$ cat config.mk
export PLATFORM = sky130hd
export DESIGN_NAME = hpu_csr
export DESIGN_NICKNAME = d
export VERILOG_FILES = /design/src/rtl/hpu_pkg.sv /design/src/rtl/hpu_axil_fsm.sv /design/src/rtl/hpu_csr.sv
export SDC_FILE = /design/constraint.sdc
export NUM_CORES = 1
export LEC_CHECK = 0
export CAP_MARGIN = 10
export CORE_ASPECT_RATIO = 1.4
export CORE_UTILIZATION = 55
export DETAILED_ROUTE_END_ITERATION = 8
export GPL_TIMING_DRIVEN = 0
export PLACE_DENSITY = 0.85
export SLEW_MARGIN = 20
export SYNTH_ARGS = -nofsm -noshare
export SYNTH_HDL_FRONTEND = slang
export SYNTH_SLANG_ARGS = --single-unit
$ cat constraint.sdc
create_clock -name S_AXI_ACLK -period 4.6 [get_ports S_AXI_ACLK]
set_clock_uncertainty 0.2 [all_clocks]
set_input_delay 1.15 -clock S_AXI_ACLK [delete_from_list [all_inputs] [get_ports S_AXI_ACLK]]
set_output_delay 1.15 -clock S_AXI_ACLK [all_outputs]
set_load 0.01 [all_outputs]
$ cat src/rtl/hpu_pkg.sv
// Shared constants for the HPU control/status block: register offsets,
// AXI-Lite handshake state encoding and the reset defaults of the job registers.
package hpu_pkg;

  localparam int unsigned REG_CTRL    = 32'h00;
  localparam int unsigned REG_STATUS  = 32'h04;
  localparam int unsigned REG_NGRAM   = 32'h08;
  localparam int unsigned REG_ITER    = 32'h0C;
  localparam int unsigned REG_CONTROL = 32'h10;
  localparam int unsigned REG_ITEM    = 32'h14;
  localparam int unsigned REG_IRQ_EN  = 32'h18;

  localparam int unsigned NGRAM_RST = 2;
  localparam int unsigned ITER_RST  = 7;
  localparam int unsigned ITEM_RST  = 99;

  typedef enum logic [2:0] {
    ST_INI,
    ST_AW,
    ST_W,
    ST_AWW,
    ST_AR1,
    ST_AR2
  } axil_state_e;

  function automatic logic [31:0] apply_strb(input logic [31:0] old_v,
                                             input logic [31:0] new_v,
                                             input logic [3:0]  strb);
    logic [31:0] r;
    r = old_v;
    for (int unsigned b = 0; b < 4; b++) begin
      if (strb[b]) r[8*b +: 8] = new_v[8*b +: 8];
    end
    return r;
  endfunction

endpackage

$ cat src/rtl/hpu_axil_fsm.sv
// AXI-Lite slave handshake FSM: captures write address/data and read address,
// emits a one-cycle write commit on AWW entry and a read-load strobe in AR1.
module hpu_axil_fsm
  import hpu_pkg::*;
(
  input  logic        clk,
  input  logic        rst_n,
  input  logic [31:0] awaddr,
  input  logic        awvalid,
  output logic        awready,
  input  logic [31:0] wdata,
  input  logic [3:0]  wstrb,
  input  logic        wvalid,
  output logic        wready,
  output logic        bvalid,
  input  logic        bready,
  input  logic [31:0] araddr,
  input  logic        arvalid,
  output logic        arready,
  output logic        rvalid,
  input  logic        rready,
  output logic        wr_en,
  output logic [31:0] wr_addr,
  output logic [31:0] wr_data,
  output logic [3:0]  wr_strb,
  output logic        rd_en,
  output logic [31:0] rd_addr
);

  axil_state_e state_q, state_d;
  logic [31:0] awaddr_q, awaddr_d;
  logic [31:0] wdata_q, wdata_d;
  logic [3:0]  wstrb_q, wstrb_d;
  logic [31:0] araddr_q, araddr_d;
  logic        aww_first_q, aww_first_d;

  always_comb begin
    state_d = state_q;
    unique case (state_q)
      ST_INI: begin
        if (awvalid && wvalid) state_d = ST_AWW;
        else if (awvalid)      state_d = ST_AW;
        else if (wvalid)       state_d = ST_W;
        else if (arvalid)      state_d = ST_AR1;
      end
      ST_AW:   if (wvalid)  state_d = ST_AWW;
      ST_W:    if (awvalid) state_d = ST_AWW;
      ST_AWW:  if (bready)  state_d = ST_INI;
      ST_AR1:  state_d = ST_AR2;
      ST_AR2:  if (rready)  state_d = ST_INI;
      default: state_d = ST_INI;
    endcase

    awready = (state_q == ST_INI) || (state_q == ST_W);
    wready  = (state_q == ST_INI) || (state_q == ST_AW);
    arready = (state_q == ST_INI);
    bvalid  = (state_q == ST_AWW);
    rvalid  = (state_q == ST_AR2);

    awaddr_d = (awvalid && awready) ? awaddr : awaddr_q;
    wdata_d  = (wvalid && wready)   ? wdata  : wdata_q;
    wstrb_d  = (wvalid && wready)   ? wstrb  : wstrb_q;
    araddr_d = (arvalid && arready) ? araddr : araddr_q;
    // Commit exactly once, even if BREADY is held off and AWW lasts several cycles.
    aww_first_d = (state_d == ST_AWW) && (state_q != ST_AWW);
  end

  always_ff @(posedge clk or negedge rst_n) begin
    if (!rst_n) begin
      state_q     <= ST_INI;
      awaddr_q    <= '0;
      wdata_q     <= '0;
      wstrb_q     <= '0;
      araddr_q    <= '0;
      aww_first_q <= 1'b0;
    end else begin
      state_q     <= state_d;
      awaddr_q    <= awaddr_d;
      wdata_q     <= wdata_d;
      wstrb_q     <= wstrb_d;
      araddr_q    <= araddr_d;
      aww_first_q <= aww_first_d;
    end
  end

  assign wr_en   = aww_first_q;
  assign wr_addr = awaddr_q;
  assign wr_data = wdata_q;
  assign wr_strb = wstrb_q;
  assign rd_en   = (state_q == ST_AR1);
  assign rd_addr = araddr_q;

endmodule

$ cat src/rtl/hpu_csr.sv
// HPU control/status registers behind AXI-Lite, plus the item-memory word counter.
// Optional interrupt output enabled by defining HPU_CSR_IRQ_EN.
module hpu_csr
  import hpu_pkg::*;
#(
  parameter int unsigned ADDR_W   = 12,
  parameter int unsigned NGRAM_W  = 20,
  parameter int unsigned ITEM_W   = 16,
  parameter int unsigned CORE_NUM = 1
) (
  input  logic               S_AXI_ACLK,
  input  logic               S_AXI_ARESETN,
  input  logic [31:0]        S_AXI_AWADDR,
  input  logic               S_AXI_AWVALID,
  output logic               S_AXI_AWREADY,
  input  logic [31:0]        S_AXI_WDATA,
  input  logic [3:0]         S_AXI_WSTRB,
  input  logic               S_AXI_WVALID,
  output logic               S_AXI_WREADY,
  output logic [1:0]         S_AXI_BRESP,
  output logic               S_AXI_BVALID,
  input  logic               S_AXI_BREADY,
  input  logic [31:0]        S_AXI_ARADDR,
  input  logic               S_AXI_ARVALID,
  output logic               S_AXI_ARREADY,
  output logic [31:0]        S_AXI_RDATA,
  output logic [1:0]         S_AXI_RRESP,
  output logic               S_AXI_RVALID,
  input  logic               S_AXI_RREADY,
  input  logic               mat_step,
  input  logic               done_pulse,
  output logic               run,
  output logic               matw,
  output logic               last,
  output logic [NGRAM_W-1:0] addr_j,
  output logic [NGRAM_W-1:0] addr_i,
  output logic [ITEM_W-1:0]  item_num,
`ifdef HPU_CSR_IRQ_EN
  output logic               irq,
`endif
  output logic [ITEM_W-1:0]  mat_a
);

  logic        wr_en, rd_en;
  logic [31:0] wr_addr, wr_data, rd_addr;
  logic [3:0]  wr_strb;

  hpu_axil_fsm u_fsm (
    .clk     (S_AXI_ACLK),
    .rst_n   (S_AXI_ARESETN),
    .awaddr  (S_AXI_AWADDR),
    .awvalid (S_AXI_AWVALID),
    .awready (S_AXI_AWREADY),
    .wdata   (S_AXI_WDATA),
    .wstrb   (S_AXI_WSTRB),
    .wvalid  (S_AXI_WVALID),
    .wready  (S_AXI_WREADY),
    .bvalid  (S_AXI_BVALID),
    .bready  (S_AXI_BREADY),
    .araddr  (S_AXI_ARADDR),
    .arvalid (S_AXI_ARVALID),
    .arready (S_AXI_ARREADY),
    .rvalid  (S_AXI_RVALID),
    .rready  (S_AXI_RREADY),
    .wr_en   (wr_en),
    .wr_addr (wr_addr),
    .wr_data (wr_data),
    .wr_strb (wr_strb),
    .rd_en   (rd_en),
    .rd_addr (rd_addr)
  );

  // Bits above the decoded window must be zero, so aliases read as unmapped.
  function automatic logic hit(input logic [31:0] a, input int unsigned off);
    return (a[31:ADDR_W] == '0) && (a[ADDR_W-1:0] == ADDR_W'(off));
  endfunction

  logic               run_q, run_d, matw_q, matw_d, last_q, last_d, done_q, done_d;
  logic [NGRAM_W-1:0] addr_j_q, addr_j_d, addr_i_q, addr_i_d;
  logic [ITEM_W-1:0]  item_num_q, item_num_d, mat_a_q, mat_a_d;
  logic [31:0]        control_q, control_d, rdata_q, rdata_d;
`ifdef HPU_CSR_IRQ_EN
  logic               irq_en_q, irq_en_d, irq_q, irq_d;
`endif

  always_comb begin
    run_d      = run_q;
    matw_d     = matw_q;
    last_d     = last_q;
    done_d     = done_q;
    addr_j_d   = addr_j_q;
    addr_i_d   = addr_i_q;
    item_num_d = item_num_q;
    control_d  = control_q;

    if (matw_q && mat_step && (mat_a_q == item_num_q)) matw_d = 1'b0;
    if (wr_en && hit(wr_addr, REG_CTRL) && wr_strb[0]) {last_d, run_d, matw_d} = wr_data[2:0];

    mat_a_d = matw_q ? (mat_step ? mat_a_q + ITEM_W'(1) : mat_a_q) : '0;

    if (wr_en && !run_q) begin
      if (hit(wr_addr, REG_NGRAM))
        addr_j_d = NGRAM_W'(apply_strb(32'(addr_j_q), wr_data, wr_strb));
      if (hit(wr_addr, REG_ITER))
        addr_i_d = NGRAM_W'(apply_strb(32'(addr_i_q), wr_data, wr_strb));
      if (hit(wr_addr, REG_ITEM))
        item_num_d = ITEM_W'(apply_strb(32'(item_num_q), wr_data, wr_strb));
    end
    if (wr_en && hit(wr_addr, REG_CONTROL))
      control_d = apply_strb(control_q, wr_data, wr_strb);

    if (wr_en && hit(wr_addr, REG_STATUS) && wr_strb[0] && wr_data[2]) done_d = 1'b0;
    if (done_pulse) done_d = 1'b1;

`ifdef HPU_CSR_IRQ_EN
    irq_en_d = irq_en_q;
    if (wr_en && hit(wr_addr, REG_IRQ_EN) && wr_strb[0]) irq_en_d = wr_data[0];
    irq_d = done_d & irq_en_d;
`endif

    rdata_d = rdata_q;
    if (rd_en) begin
      rdata_d = '0;
      if (hit(rd_addr, REG_CTRL))         rdata_d[2:0] = {last_q, run_q, matw_q};
      else if (hit(rd_addr, REG_STATUS))  rdata_d = {16'h0, 8'(CORE_NUM), 5'h0, done_q, run_q, matw_q};
      else if (hit(rd_addr, REG_NGRAM))   rdata_d = 32'(addr_j_q);
      else if (hit(rd_addr, REG_ITER))    rdata_d = 32'(addr_i_q);
      else if (hit(rd_addr, REG_CONTROL)) rdata_d = control_q;
      else if (hit(rd_addr, REG_ITEM))    rdata_d = 32'(item_num_q);
`ifdef HPU_CSR_IRQ_EN
      else if (hit(rd_addr, REG_IRQ_EN))  rdata_d[0] = irq_en_q;
`endif
    end
  end

  always_ff @(posedge S_AXI_ACLK or negedge S_AXI_ARESETN) begin
    if (!S_AXI_ARESETN) begin
      run_q      <= 1'b0;
      matw_q     <= 1'b0;
      last_q     <= 1'b0;
      done_q     <= 1'b0;
      addr_j_q   <= NGRAM_W'(NGRAM_RST);
      addr_i_q   <= NGRAM_W'(ITER_RST);
      item_num_q <= ITEM_W'(ITEM_RST);
      mat_a_q    <= '0;
      control_q  <= '0;
      rdata_q    <= '0;
`ifdef HPU_CSR_IRQ_EN
      irq_en_q   <= 1'b0;
      irq_q      <= 1'b0;
`endif
    end else begin
      run_q      <= run_d;
      matw_q     <= matw_d;
      last_q     <= last_d;
      done_q     <= done_d;
      addr_j_q   <= addr_j_d;
      addr_i_q   <= addr_i_d;
      item_num_q <= item_num_d;
      mat_a_q    <= mat_a_d;
      control_q  <= control_d;
      rdata_q    <= rdata_d;
`ifdef HPU_CSR_IRQ_EN
      irq_en_q   <= irq_en_d;
      irq_q      <= irq_d;
`endif
    end
  end

  assign S_AXI_BRESP = 2'b00;
  assign S_AXI_RRESP = 2'b00;
  assign S_AXI_RDATA = rdata_q;
  assign run         = run_q;
  assign matw        = matw_q;
  assign last        = last_q;
  assign addr_j      = addr_j_q;
  assign addr_i      = addr_i_q;
  assign item_num    = item_num_q;
  assign mat_a       = mat_a_q;
`ifdef HPU_CSR_IRQ_EN
  assign irq         = irq_q;
`endif

endmodule

==> results of run 1 <==
## routing by layer
| layer | GRT usage, % | vias to the layer above | share of wire, % |
|---|---|---|---|
| met2 | 51.2 | 299 | 53 |
| met3 | 5.62 | 88 | 6.2 |
| met1 | 32.7 | 3827 | 36 |
| met5 | 0 | - | 0 |
| met4 | 14.7 | 0 | 4.9 |
| li1 | - | 3400 | - |
## power groups by stage
stage / clock, mW / sequential [mW] / combinational (mW)
after floorplan: 0 / 2.92 / 0.946
after global placement: 0 / 3.02 / 1.31
after detailed placement: 0 / 3.05 / 1.36
after CTS: 2.01 / 3.02 / 1.37
after global routing: 2.09 / 3.09 / 1.48
final: 1.99 / 3.03 / 1.37
## state kept, by name (all words and copies together) (netlist names)
name           cells
item_num          16
u_fsm.state_q      3
mat_a             16
addr_i            20
u_fsm.wr_data     32
u_fsm.wr_en        1
last               1
u_fsm.wr_addr     32
control_q         32
u_fsm.wr_strb      4
matw               1
u_fsm.rd_addr     32
run                1
S_AXI_RDATA       32
addr_j            20
done_q             1
## layout make-up
cell class                      instances  area share [%]
Sequential cell                       244            43.7
Buffer                                 43            1.35
Antenna cell                            1          0.0179
Timing Repair Buffer                  221            16.1
Clock buffer                           36            5.05
Tap cell                              244            2.18
Multi-Input combinational cell        511            30.9
Clock inverter                          8           0.662
## cell usage in the layout, fill, tap and decap left out, drive strengths merged, types with 3 or more instances in the layout
cell type,netlist,routed
clkbuf,25,61
conb,1,4
dfstp,8,8
a22o,19,19
nand2,46,46
nand2b,11,11
nand4,7,7
mux2i,15,15
a222oi,6,6
nor3,9,9
o22ai,7,7
a211oi,6,6
a31oi,3,3
nor2,22,22
or3,6,6
xor2,17,17
a21oi,4,4
clkdlybuf4s50,0,218
dfrtp,236,236
clkinv,0,5
o2bb2ai,4,4
and2,16,16
xnor2,12,12
o21ai,22,22
a21boi,3,3
buf,18,21
and3,7,7
and4,8,8
nand3,16,16
mux2,190,190
nor4,23,23
## cells by family (layout without fill, tap and decap cells)
kind of cell             after synthesis  in the layout
adder cells (fa/ha/maj)                1              1
multiplexers                         205            205
XOR/XNOR                              29             29
AND/OR/NAND/NOR                      189            189
other                                  1              5
buffers and inverters                 43            308
flip-flops                           244            244
AO/OA/AOI/OAI                         83             83
## how the worst min path moves through the flow
stage / to / slack [ns]
2_1_floorplan: S_AXI_RDATA[20] / 0.26
3_3_place_gp: S_AXI_RDATA[26] / 0.27
3_5_place_dp: S_AXI_RDATA[27] / 0.29
4_1_cts: S_AXI_RDATA[27] / 0.29
5_1_grt: control_q[25] / 0.32
6_report: S_AXI_RDATA[27] / 0.28
## worst max-delay path: stages, from the launching register on
cell and delay, ns:
sky130_fd_sc_hd__dfrtp_1 0.37, sky130_fd_sc_hd__clkbuf_1 0.20, sky130_fd_sc_hd__nor3_1 0.28, sky130_fd_sc_hd__clkdlybuf4s50_1 0.58
## through the flow
stage	setup WS [ns]	std cells	total power, mW
after floorplan	1.95	798	3.87
after global placement	-7.93	1261	4.33
after detailed placement	0.915	1263	4.41
after CTS	1.28	1307	6.41
after global routing	1.20	1308	6.67
final	1.31	1308	6.38
==> results.rst, run 1 <==
.. list-table::
   :header-rows: 1

   * - Metric
     - Value
   * - Kind of end point of the critical path
     - primary output
   * - Fill cell total of the finished layout
     - 1279
   * - Shortest clock period the worst path allows after layout
     - 3.29 ns
   * - Number of endpoints failing setup at the final stage
     - 0
   * - Fraction of the mapped netlist area in compound gates
     - 5.68%
   * - CTS clk-pin slew, worst paths
     - 0.06 ns
   * - Top cell type's share of synthesized area
     - 55.6%
   * - Status
     - completed
   * - Setup slack on the worst flop-to-flop path
     - 1.69 ns
   * - Part of the Yosys area used for sequential elements
     - 57.6%
   * - Worst Hold Class
     - reg2reg
   * - Antenna-violating nets left
     - 0
   * - Number of distinct library cell variants in the gate-level netlist after synthesis
     - 63
   * - Most instantiated library cell after synthesis
     - sky130_fd_sc_hd__dfrtp_1
   * - Number of sinks on the clock net
     - 244
   * - Largest buffer count on any clock path
     - 3
   * - Critical Path Start
     - u_fsm.state_q[2]
   * - Area growth from synthesis to final layout
     - 31.7%
   * - Proportion of power drawn by combinational gates
     - 21.4%
   * - CTS H-tree lvls
     - 1
   * - Total routing usage reported by global routing
     - 28.8%
   * - Number of maximum-capacitance constraint violations
     - 0
   * - Global-route congestion overflow total
     - 0
   * - Area of the mapped netlist
     - 10600 um^2
   * - Static Leak
     - 6.09 nW
   * - I/O pin total
     - 225
   * - Worst relative slew slack
     - 39.4%
   * - Clock tree from TritonCTS
     - built
   * - Quantity of I/O buffers inserted on ports
     - 219
   * - Critical path endpoint
     - S_AXI_ARREADY
   * - Yosys warning total
     - 0
   * - Worst R2R Path Depth
     - 6
   * - Upper clock frequency limit
     - 0.304 GHz
   * - Sequential cell area
     - 6120 um^2
   * - Arrival time of the worst setup path
     - 1.94 ns
   * - Internal Power
     - 4.54 mW
   * - Highest net fanout along the worst path
     - 10
   * - Number of antenna violations at the first check in global routing
     - 1
   * - Area of the core
     - 18800 um^2
   * - Launch instance of the worst register-to-register path
     - u_fsm.rd_addr[0]
   * - Power per unit of standard cell area
     - 456 nW/um^2
   * - Multiplexer share of the synthesized area
     - 21.6%
   * - Share of cells above drive strength 1
     - 24.9%
   * - RD Place Congestion
     - 0.870
   * - Post-layout util
     - 74.6%
   * - Switching power
     - 1.84 mW
   * - List of most frequent post-synthesis cells
     - sky130_fd_sc_hd__dfrtp_1 (236), sky130_fd_sc_hd__mux2_2 (190), sky130_fd_sc_hd__nand2_1 (46), sky130_fd_sc_hd__clkbuf_1 (24), sky130_fd_sc_hd__o21ai_0 (22)
   * - Starting Density
     - 56.6%
   * - Proportion of synthesized flip-flops having asynchronous set or reset
     - 100%
   * - RSZ-0062 raised after global routing
     - no
   * - Sequential fraction of design power
     - 47.5%
   * - Worst Tran Pin Value
     - 0.901 ns
   * - Hold path startpoint
     - control_q[27]
   * - Placed standard-cell area
     - 13200 um^2
   * - Critical register-to-register path endpoint
     - S_AXI_RDATA[30]
   * - Post-synthesis share of cell area spent on full adders, half adders and majority gates
     - 0.118%
   * - Cell count after synthesis
     - 795
   * - Half-perimeter wire length after detailed placement
     - 19800 um
   * - Post-Route WL
     - 27400 um
   * - DR vias/cell
     - 5.82
   * - Sw frac
     - 28.8%
   * - Required time at the endpoint of the critical path
     - 3.25 ns
   * - Net total in the final layout
     - 1155
   * - Count of buffers added by post-CTS timing repair for setup
     - 0
   * - Hold Buf Count CTS
     - 0
   * - Initial DRT Pass Iterations
     - 6
   * - DIE AREA
     - 19900 um^2
   * - DRC violation count after routing
     - 0
   * - Area taken by multi-input logic gates
     - 4330 um^2
   * - Final period util
     - 71.6%
   * - Average size of a mapped cell
     - 13.4 um^2
   * - Most used flip-flop cell after synthesis
     - sky130_fd_sc_hd__dfrtp_1
   * - Clock Latency Late Sink
     - 0.52 ns
   * - Share of the synthesized netlist area taken by xor and xnor gates
     - 2.39%
   * - Main combinational cell family by area after synthesis
     - multiplexers
   * - Maximum number of pins on one net before global-route repair
     - 95
   * - Max-slew violation total from the final report
     - 0
   * - Count of flip-flops with a built-in enable after synthesis
     - 0
   * - Min-Delay Path Depth
     - 1
   * - Final sum of negative setup slack
     - 0 ns
   * - Count of standard-cell rows
     - 59
   * - Vias in the first global route
     - 8376
   * - Critical path start-end classification
     - reg2out
   * - Routed len/inst
     - 21.0 um
   * - Final design instance area without fill
     - 14000 um^2
   * - Number of gates resized after cts
     - 0
   * - TritonCTS Buffers
     - 24
   * - Clock Tree Root
     - sky130_fd_sc_hd__clkbuf_16
   * - Via total after detailed routing
     - 7614
   * - Wire length of the first global-routing pass
     - 44500 um
   * - Proportion of power drawn by the clock network
     - 31.1%
   * - Synth area leader
     - sky130_fd_sc_hd__dfrtp_1
   * - Worst hold slack
     - 0.283 ns
   * - Die outline width
     - 119 um
   * - Violation count after the first detailed-routing iteration
     - 493
   * - Vertical die dimension
     - 166 um
   * - Maximum resistive drop on vdd
     - 359 uV
   * - Post-synthesis share of cell area spent on and, or, nand and nor gates
     - 10.9%
   * - Final Hold Vio Count
     - 0
   * - Flip-flop and latch count after synthesis
     - 244
   * - Category of the worst setup path launch point
     - flip-flop
   * - Top cells by area in the synthesized netlist
     - sky130_fd_sc_hd__dfrtp_1 (56%), sky130_fd_sc_hd__mux2_2 (20%), sky130_fd_sc_hd__dfstp_2 (2.0%)
Power figures use the tool's default switching activity.
==> run 2: changes to the inputs <==
--- a/config.mk
+++ b/config.mk
@@ -7,10 +7,10 @@
 export LEC_CHECK = 0
 export CAP_MARGIN = 10
 export CORE_ASPECT_RATIO = 1.4
-export CORE_UTILIZATION = 55
+export CORE_UTILIZATION = 51
 export DETAILED_ROUTE_END_ITERATION = 8
 export GPL_TIMING_DRIVEN = 0
-export PLACE_DENSITY = 0.85
+export PLACE_DENSITY = 0.8
 export SLEW_MARGIN = 20
 export SYNTH_ARGS = -nofsm -noshare
 export SYNTH_HDL_FRONTEND = slang
==> constraint.sdc (replaced) <==
create_clock -name S_AXI_ACLK -period 3.3 [get_ports S_AXI_ACLK]
set_clock_uncertainty 0.2 [all_clocks]
set_input_delay 0.825 -clock S_AXI_ACLK [delete_from_list [all_inputs] [get_ports S_AXI_ACLK]]
set_output_delay 0.825 -clock S_AXI_ACLK [all_outputs]
set_load 0.01 [all_outputs]
==> results.rst, run 2 (synthesis results as in run 1) <==
.. list-table::
   :header-rows: 1

   * - Metric
     - Value
   * - Status
     - completed (unchanged)
   * - Number of maximum-capacitance constraint violations
     - 0 (unchanged)
   * - Top Family by Delay on Critical Path
     - buffers and inverters (unchanged)
   * - Number of endpoints failing setup at the final stage
     - 0 (unchanged)
   * - Arrival time of the worst setup path
     - 1.98 ns (was 1.94 ns)
   * - Maximum number of pins on one net before global-route repair
     - 90 (was 95)
   * - Violation count after the first detailed-routing iteration
     - 407 (was 493)
   * - Power per unit of standard cell area
     - 635 nW/um^2 (was 456 nW/um^2)
   * - Static Leak
     - 6.11 nW (was 6.09 nW)
   * - Number of sinks on the clock net
     - 244 (unchanged)
   * - I/O pin total
     - 225 (unchanged)
   * - Final Hold Vio Count
     - 0 (unchanged)
   * - Largest buffer count on any clock path
     - 3 (unchanged)
   * - Cell-by-cell trace of the critical path
     - clkbuf_1 > nand2_1 > nor2_1 > clkdlybuf4s50_1 (was clkbuf_1 > nor3_1 > clkdlybuf4s50_1)
   * - Highest net fanout along the worst path
     - 10 (unchanged)
   * - Critical path start-end classification
     - reg2out (unchanged)
   * - Maximum resistive drop on vdd
     - 468 uV (was 359 uV)
   * - Most common cell after layout, fill and taps aside
     - sky130_fd_sc_hd__dfrtp_1 (unchanged)
   * - Initial DRT Pass Iterations
     - 5 (was 6)
   * - Kind of end point of the critical path
     - primary output (unchanged)
   * - CTS H-tree lvls
     - 1 (unchanged)
   * - Global-route congestion overflow total
     - 0 (unchanged)
   * - Wire length of the first global-routing pass
     - 42800 um (was 44500 um)
   * - Worst hold slack
     - 0.0735 ns (was 0.283 ns)
   * - DIE AREA
     - 21400 um^2 (was 19900 um^2)
   * - Max stage delay on crit path
     - 0.57 ns (was 0.58 ns)
   * - Die outline width
     - 124 um (was 119 um)
   * - Sum of internal, switching and leakage power
     - 8.91 mW (was 6.38 mW)
   * - Clock Tree Root
     - sky130_fd_sc_hd__clkbuf_16 (unchanged)
   * - Worst Hold Class
     - in2async (was reg2reg)
   * - Hold Buf Count CTS
     - 0 (unchanged)
   * - Routed len/inst
     - 20.2 um (was 21.0 um)
   * - Count of standard-cell rows
     - 62 (was 59)
   * - Placed instance count
     - 1275 (was 1263)
   * - Max-slew violation total from the final report
     - 0 (unchanged)
   * - RSZ-0062 raised after global routing
     - no (unchanged)
   * - Shortest clock period the worst path allows after layout
     - 3.01 ns
   * - Vertical die dimension
     - 173 um (was 166 um)
   * - Combined buffer and inverter count along the critical path
     - 2 (unchanged)
   * - Via total after detailed routing
     - 7571 (was 7614)
   * - Category of the worst setup path launch point
     - flip-flop (unchanged)
   * - Worst Tran Pin Value
     - 1.03 ns (was 0.901 ns)
   * - Share of cells above drive strength 1
     - 25.1% (was 24.9%)
   * - Final period util
     - 91.2%
   * - TritonCTS Buffers
     - 24 (unchanged)
   * - Clock Latency Late Sink
     - 0.52 ns (about the same)
   * - Count of non-filler cells in the finished layout
     - 1322 (was 1308)
   * - Post-Route WL
     - 26800 um (was 27400 um)
   * - Worst relative slew slack
     - 30.8% (was 39.4%)
   * - Vias in the first global route
     - 8106 (was 8376)
   * - Starting Density
     - 51.9% (was 56.6%)
   * - RD Place Congestion
     - 0.874 (was 0.870)
   * - Half-perimeter wire length after detailed placement
     - 19900 um (was 19800 um)
   * - Upper clock frequency limit
     - 0.332 GHz
   * - Required time at the endpoint of the critical path
     - 2.27 ns (was 3.25 ns)
   * - Worst R2R Path Depth
     - 6 (unchanged)
   * - Crit. path cell count
     - 4 (was 3)
   * - Number of antenna violations at the first check in global routing
     - 3 (was 1)
   * - Clock tree from TritonCTS
     - built (unchanged)
   * - Final sum of negative setup slack
     - 0 ns (unchanged)
   * - Total routing usage reported by global routing
     - 26.2% (was 28.8%)
   * - DR vias/cell
     - 5.73 (was 5.82)
   * - DRC violation count after routing
     - 0 (unchanged)
   * - Net total in the final layout
     - 1155 (unchanged)
   * - Quantity of I/O buffers inserted on ports
     - 219 (unchanged)
   * - CTS clk-pin slew, worst paths
     - 0.06 ns (about the same)
   * - Number of gates resized after cts
     - 0 (unchanged)
   * - Area of the core
     - 20500 um^2 (was 18800 um^2)
   * - Antenna-violating nets left
     - 0 (unchanged)
   * - Count of buffers added by post-CTS timing repair for setup
     - 0 (unchanged)
   * - Top library cells by usage in the layout, fill and taps aside
     - sky130_fd_sc_hd__dfrtp_1 (236), sky130_fd_sc_hd__clkdlybuf4s50_1 (218), sky130_fd_sc_hd__mux2_2 (190) (unchanged)
   * - Area growth from synthesis to final layout
     - 32.1% (was 31.7%)
   * - CP max-delay cell
     - sky130_fd_sc_hd__clkdlybuf4s50_1 (unchanged)
run 2: cell types whose count changed in the layout (fill, tap and decap cells not counted), sizes merged:
cell,before,now
diode,1,3
clkinv,5,6
clkinvlp,1,0
run 2: final timing paths:
check                                  from                to  slack, ns
hold / removal                S_AXI_ARESETN         mat_a[14]       0.07
setup reg to reg           u_fsm.rd_addr[1]   S_AXI_RDATA[26]       0.30
setup / recovery           u_fsm.state_q[0]      S_AXI_BVALID       0.29
min in group S_AXI_ACLK       control_q[28]   S_AXI_RDATA[28]       0.29
hold reg to reg               control_q[28]   S_AXI_RDATA[28]       0.29
max in group asynchronous     S_AXI_ARESETN  u_fsm.wr_addr[6]       1.59
run 2: per-layer routing:
layer | vias to the layer above | global-route usage, % | wire [um]
li1 | 3414 | - | -
met4 | 0 | 12.8 | 1200
met5 | - | 0 | 0
met1 | 3826 | 31.0 | 10100
met2 | 264 | 45.1 | 13900
met3 | 67 | 4.52 | 1580
run 2: per-stage QoR:
| stage | utilization (%) | area (um^2) | setup slack [ns] |
|---|---|---|---|
| 5_1_grt | 68.5 | 14000 | 0.0684 |
| 3_5_place_dp | 64.5 | 13200 | -0.0792 |
| 3_3_place_gp | 64.2 | 13100 | -8.96 |
| 6_report | 68.5 | 14000 | 0.292 |
| 2_1_floorplan | - | 10600 | 0.861 |
| 4_1_cts | 68.5 | 14000 | 0.267 |
run 2: power breakdown:
part	leakage (nW)	internal [mW]	total, mW	switching [mW]
combinational	2.54	1.03	1.90	0.865
clock	0.409	1.68	2.81	1.13
sequential	3.15	3.66	4.21	0.543
total	6.11	6.37	8.91	2.54
run 2: area by class of cell:
| type | instances | area [um^2] |
|---|---|---|
| fillers | 1516 | 6450 |
| flip-flops and latches | 244 | 6120 |
| multi-input cells | 511 | 4330 |
| repair buffers | 221 | 2250 |
| clock buffers | 36 | 727 |
| well taps | 256 | 320 |
| plain buffers | 43 | 189 |
| clock inverters | 8 | 90.1 |
| diodes | 3 | 7.51 |
==> run 3: changes to the inputs <==
--- a/config.mk
+++ b/config.mk
@@ -6,11 +6,13 @@
 export NUM_CORES = 1
 export LEC_CHECK = 0
 export CAP_MARGIN = 10
+export CELL_PAD_IN_SITES_DETAIL_PLACEMENT = 0
+export CELL_PAD_IN_SITES_GLOBAL_PLACEMENT = 2
 export CORE_ASPECT_RATIO = 1.4
-export CORE_UTILIZATION = 51
+export CORE_UTILIZATION = 34
 export DETAILED_ROUTE_END_ITERATION = 8
 export GPL_TIMING_DRIVEN = 0
-export PLACE_DENSITY = 0.8
+export PLACE_DENSITY_LB_ADDON = 0.1
 export SLEW_MARGIN = 20
 export SYNTH_ARGS = -nofsm -noshare
 export SYNTH_HDL_FRONTEND = slang
==> results.rst, run 3 (synthesis results as in run 1) <==
.. list-table::
   :header-rows: 1

   * - Metric
     - Value
   * - Total routing usage reported by global routing
     - 19.5% (was 26.2%)
   * - Routed len/inst
     - 20.7 um (was 20.2 um)
   * - RD Place Congestion
     - 0.774 (was 0.874)
   * - Largest buffer count on any clock path
     - 3 (unchanged)
   * - Hold path startpoint
     - control_q[20]
   * - Die outline width
     - 151 um (was 124 um)
   * - Most common cell after layout, fill and taps aside
     - sky130_fd_sc_hd__dfrtp_1 (unchanged)
   * - DR vias/cell
     - 5.05 (was 5.73)
   * - Clock Latency Late Sink
     - 0.53 ns (was 0.52 ns)
   * - Category of the worst setup path launch point
     - flip-flop (unchanged)
   * - Share of cells above drive strength 1
     - 26.1% (was 25.1%)
   * - Clock Tree Root
     - sky130_fd_sc_hd__clkbuf_16 (unchanged)
   * - Shortest clock period the worst path allows after layout
     - 3.10 ns (was 3.01 ns)
   * - Static Leak
     - 6.21 nW (was 6.11 nW)
   * - Setup Slack @ Placement
     - -0.165 ns (was -0.0792 ns)
   * - Clock tree from TritonCTS
     - built (unchanged)
   * - Upper clock frequency limit
     - 0.322 GHz (was 0.332 GHz)
   * - Vias in the first global route
     - 8018 (was 8106)
   * - Starting Density
     - 34.6% (was 51.9%)
   * - Final Hold Vio Count
     - 0 (unchanged)
   * - Final worst-path setup slack
     - 0.199 ns (was 0.292 ns)
   * - Quantity of I/O buffers inserted on ports
     - 219 (unchanged)
   * - RSZ-0062 raised after global routing
     - no (unchanged)
   * - Max-slew violation total from the final report
     - 0 (unchanged)
   * - Area taken by multi-input logic gates
     - 4330 um^2 (about the same)
   * - Worst Tran Pin Value
     - 1.12 ns (was 1.03 ns)
   * - Worst Hold Class
     - reg2reg (was in2async)
   * - DRC violation count after routing
     - 0 (unchanged)
   * - Area growth from synthesis to final layout
     - 35.7% (was 32.1%)
   * - Area of the core
     - 30700 um^2 (was 20500 um^2)
   * - Antenna-violating nets left
     - 0 (unchanged)
   * - TritonCTS Buffers
     - 27 (was 24)
   * - Number of endpoints failing setup at the final stage
     - 0 (unchanged)
   * - Fill cell total of the finished layout
     - 2896 (was 1516)
   * - Power per unit of standard cell area
     - 656 nW/um^2 (was 635 nW/um^2)
   * - Worst relative slew slack
     - 24.6% (was 30.8%)
   * - Net total in the final layout
     - 1161 (was 1155)
   * - Arrival time of the worst setup path
     - 3.31 ns (was 1.98 ns)
   * - Sequential cell area
     - 6120 um^2 (unchanged)
   * - Min-Delay Path Depth
     - 1
   * - Count of standard-cell rows
     - 76 (was 62)
   * - Status
     - completed (unchanged)
   * - Global-route congestion overflow total
     - 0 (unchanged)
   * - Worst R2R Path Depth
     - 4 (was 6)
   * - Number of sinks on the clock net
     - 244 (unchanged)
   * - Number of antenna violations at the first check in global routing
     - 0 (was 3)
   * - Maximum resistive drop on vdd
     - 498 uV (was 468 uV)
   * - CTS H-tree lvls
     - 1 (unchanged)
   * - Critical path start-end classification
     - reg2reg (was reg2out)
   * - I/O pin total
     - 225 (unchanged)
   * - Maximum number of pins on one net before global-route repair
     - 79 (was 90)
   * - Vertical die dimension
     - 211 um (was 173 um)
   * - CTS clk-pin slew, worst paths
     - 0.06 ns (about the same)
   * - Via total after detailed routing
     - 7372 (was 7571)
   * - Number of maximum-capacitance constraint violations
     - 0 (unchanged)
   * - Top library cells by usage in the layout, fill and taps aside
     - sky130_fd_sc_hd__dfrtp_1 (236), sky130_fd_sc_hd__clkdlybuf4s50_1 (218), sky130_fd_sc_hd__mux2_2 (190) (unchanged)
   * - Required time at the endpoint of the critical path
     - 3.51 ns (was 2.27 ns)
   * - Kind of end point of the critical path
     - flip-flop (was primary output)
   * - Post-Route WL
     - 30200 um (was 26800 um)
   * - Highest net fanout along the worst path
     - 5 (was 10)
   * - Placed standard-cell area
     - 13400 um^2 (was 13200 um^2)
   * - Critical Path Start
     - u_fsm.wr_addr[7] (was u_fsm.state_q[0])
   * - Half-perimeter wire length after detailed placement
     - 22300 um (was 19900 um)
   * - # diodes
     - 0 (was 3)
   * - Wire length of the first global-routing pass
     - 47100 um (was 42800 um)
   * - Launch instance of the worst register-to-register path
     - u_fsm.wr_addr[7] (was u_fsm.rd_addr[1])
   * - Initial DRT Pass Iterations
     - 7 (was 5)
   * - Final design instance area without fill
     - 14400 um^2 (was 14000 um^2)
   * - Final period util
     - 94.0% (was 91.2%)
   * - Violation count after the first detailed-routing iteration
     - 246 (was 407)
   * - DIE AREA
     - 32000 um^2 (was 21400 um^2)
## run 3: changes by cell type in the layout (fill, tap and decap cells not counted)
| cell | change |
|---|---|
| sky130_fd_sc_hd__bufinv_16 | +4 |
| sky130_fd_sc_hd__clkbuf_1 | -4 |
| sky130_fd_sc_hd__diode_2 | -3 |
| sky130_fd_sc_hd__clkbuf_16 | +2 |
| sky130_fd_sc_hd__clkinvlp_4 | +2 |
| sky130_fd_sc_hd__buf_16 | +1 |
| sky130_fd_sc_hd__buf_4 | +1 |
| sky130_fd_sc_hd__clkinv_2 | +1 |
| sky130_fd_sc_hd__dlygate4sd3_1 | +1 |
| sky130_fd_sc_hd__nor3_1 | -1 |
| sky130_fd_sc_hd__nor3_2 | +1 |
## run 3: final cells by class
type                       count  area share [%]
tap                          390            3.39
buffer                        43            1.31
multi-input combinational    511            30.1
clock buffer                  34            5.29
clock inverter                15            1.60
timing repair buffer         224            15.9
sequential                   244            42.4
## run 3: final timing paths
kind / endpoint / slack, ns
max reg2reg: run / 0.20
min: S_AXI_RDATA[20] / 0.28
min in group asynchronous: u_fsm.rd_addr[15] / 0.57
min reg2reg: S_AXI_RDATA[20] / 0.28
max in group asynchronous: item_num[6] / 0.87
max: run / 0.20
## run 3: worst max-delay path, stage by stage, from the launching register on
cell and delay (ns):
sky130_fd_sc_hd__dfrtp_1 0.38, sky130_fd_sc_hd__nor4_1 0.48, sky130_fd_sc_hd__nand3_1 0.44, sky130_fd_sc_hd__nor4_1 1.06, sky130_fd_sc_hd__mux2_2 0.42
## run 3: metal layers
metal  track usage [%]  wire length (um)  up-vias
met5                 0                 0        -
met4              4.69               507        0
met3              4.56              1910       34
met2              35.4             16000      185
met1              22.8             11800     3732
li1                  -                 -     3421
## run 3: timing repair
action / in CTS / in global routing
resized for setup: 0 / 1
hold buffers: 1 / 0
hold endpoints to repair: 30 / 0
setup endpoints to repair: 0 / 12
setup buffers: 0 / 1
## run 3: report_power, final
part	switching, mW	internal, mW	leakage, nW
sequential	0.563	3.66	3.15
combinational	0.863	1.04	2.57
clock	1.23	2.10	0.490
## run 3: stage by stage
stage | total power, mW | instances | hold slack [ns] | TNS (ns) | util [%]
3_5_place_dp | 6.22 | 1410 | 0.277 | -1.57 | 43.6
4_1_cts | 9.60 | 1460 | 0.286 | 0 | 46.9
6_report | 9.45 | 1461 | 0.283 | 0 | 46.9
5_1_grt | 9.99 | 1461 | 0.305 | 0 | 46.9
2_1_floorplan | 5.39 | 798 | 0.262 | 0 | -
3_3_place_gp | 6.17 | 1407 | 0.271 | -2347.90 | 43.3
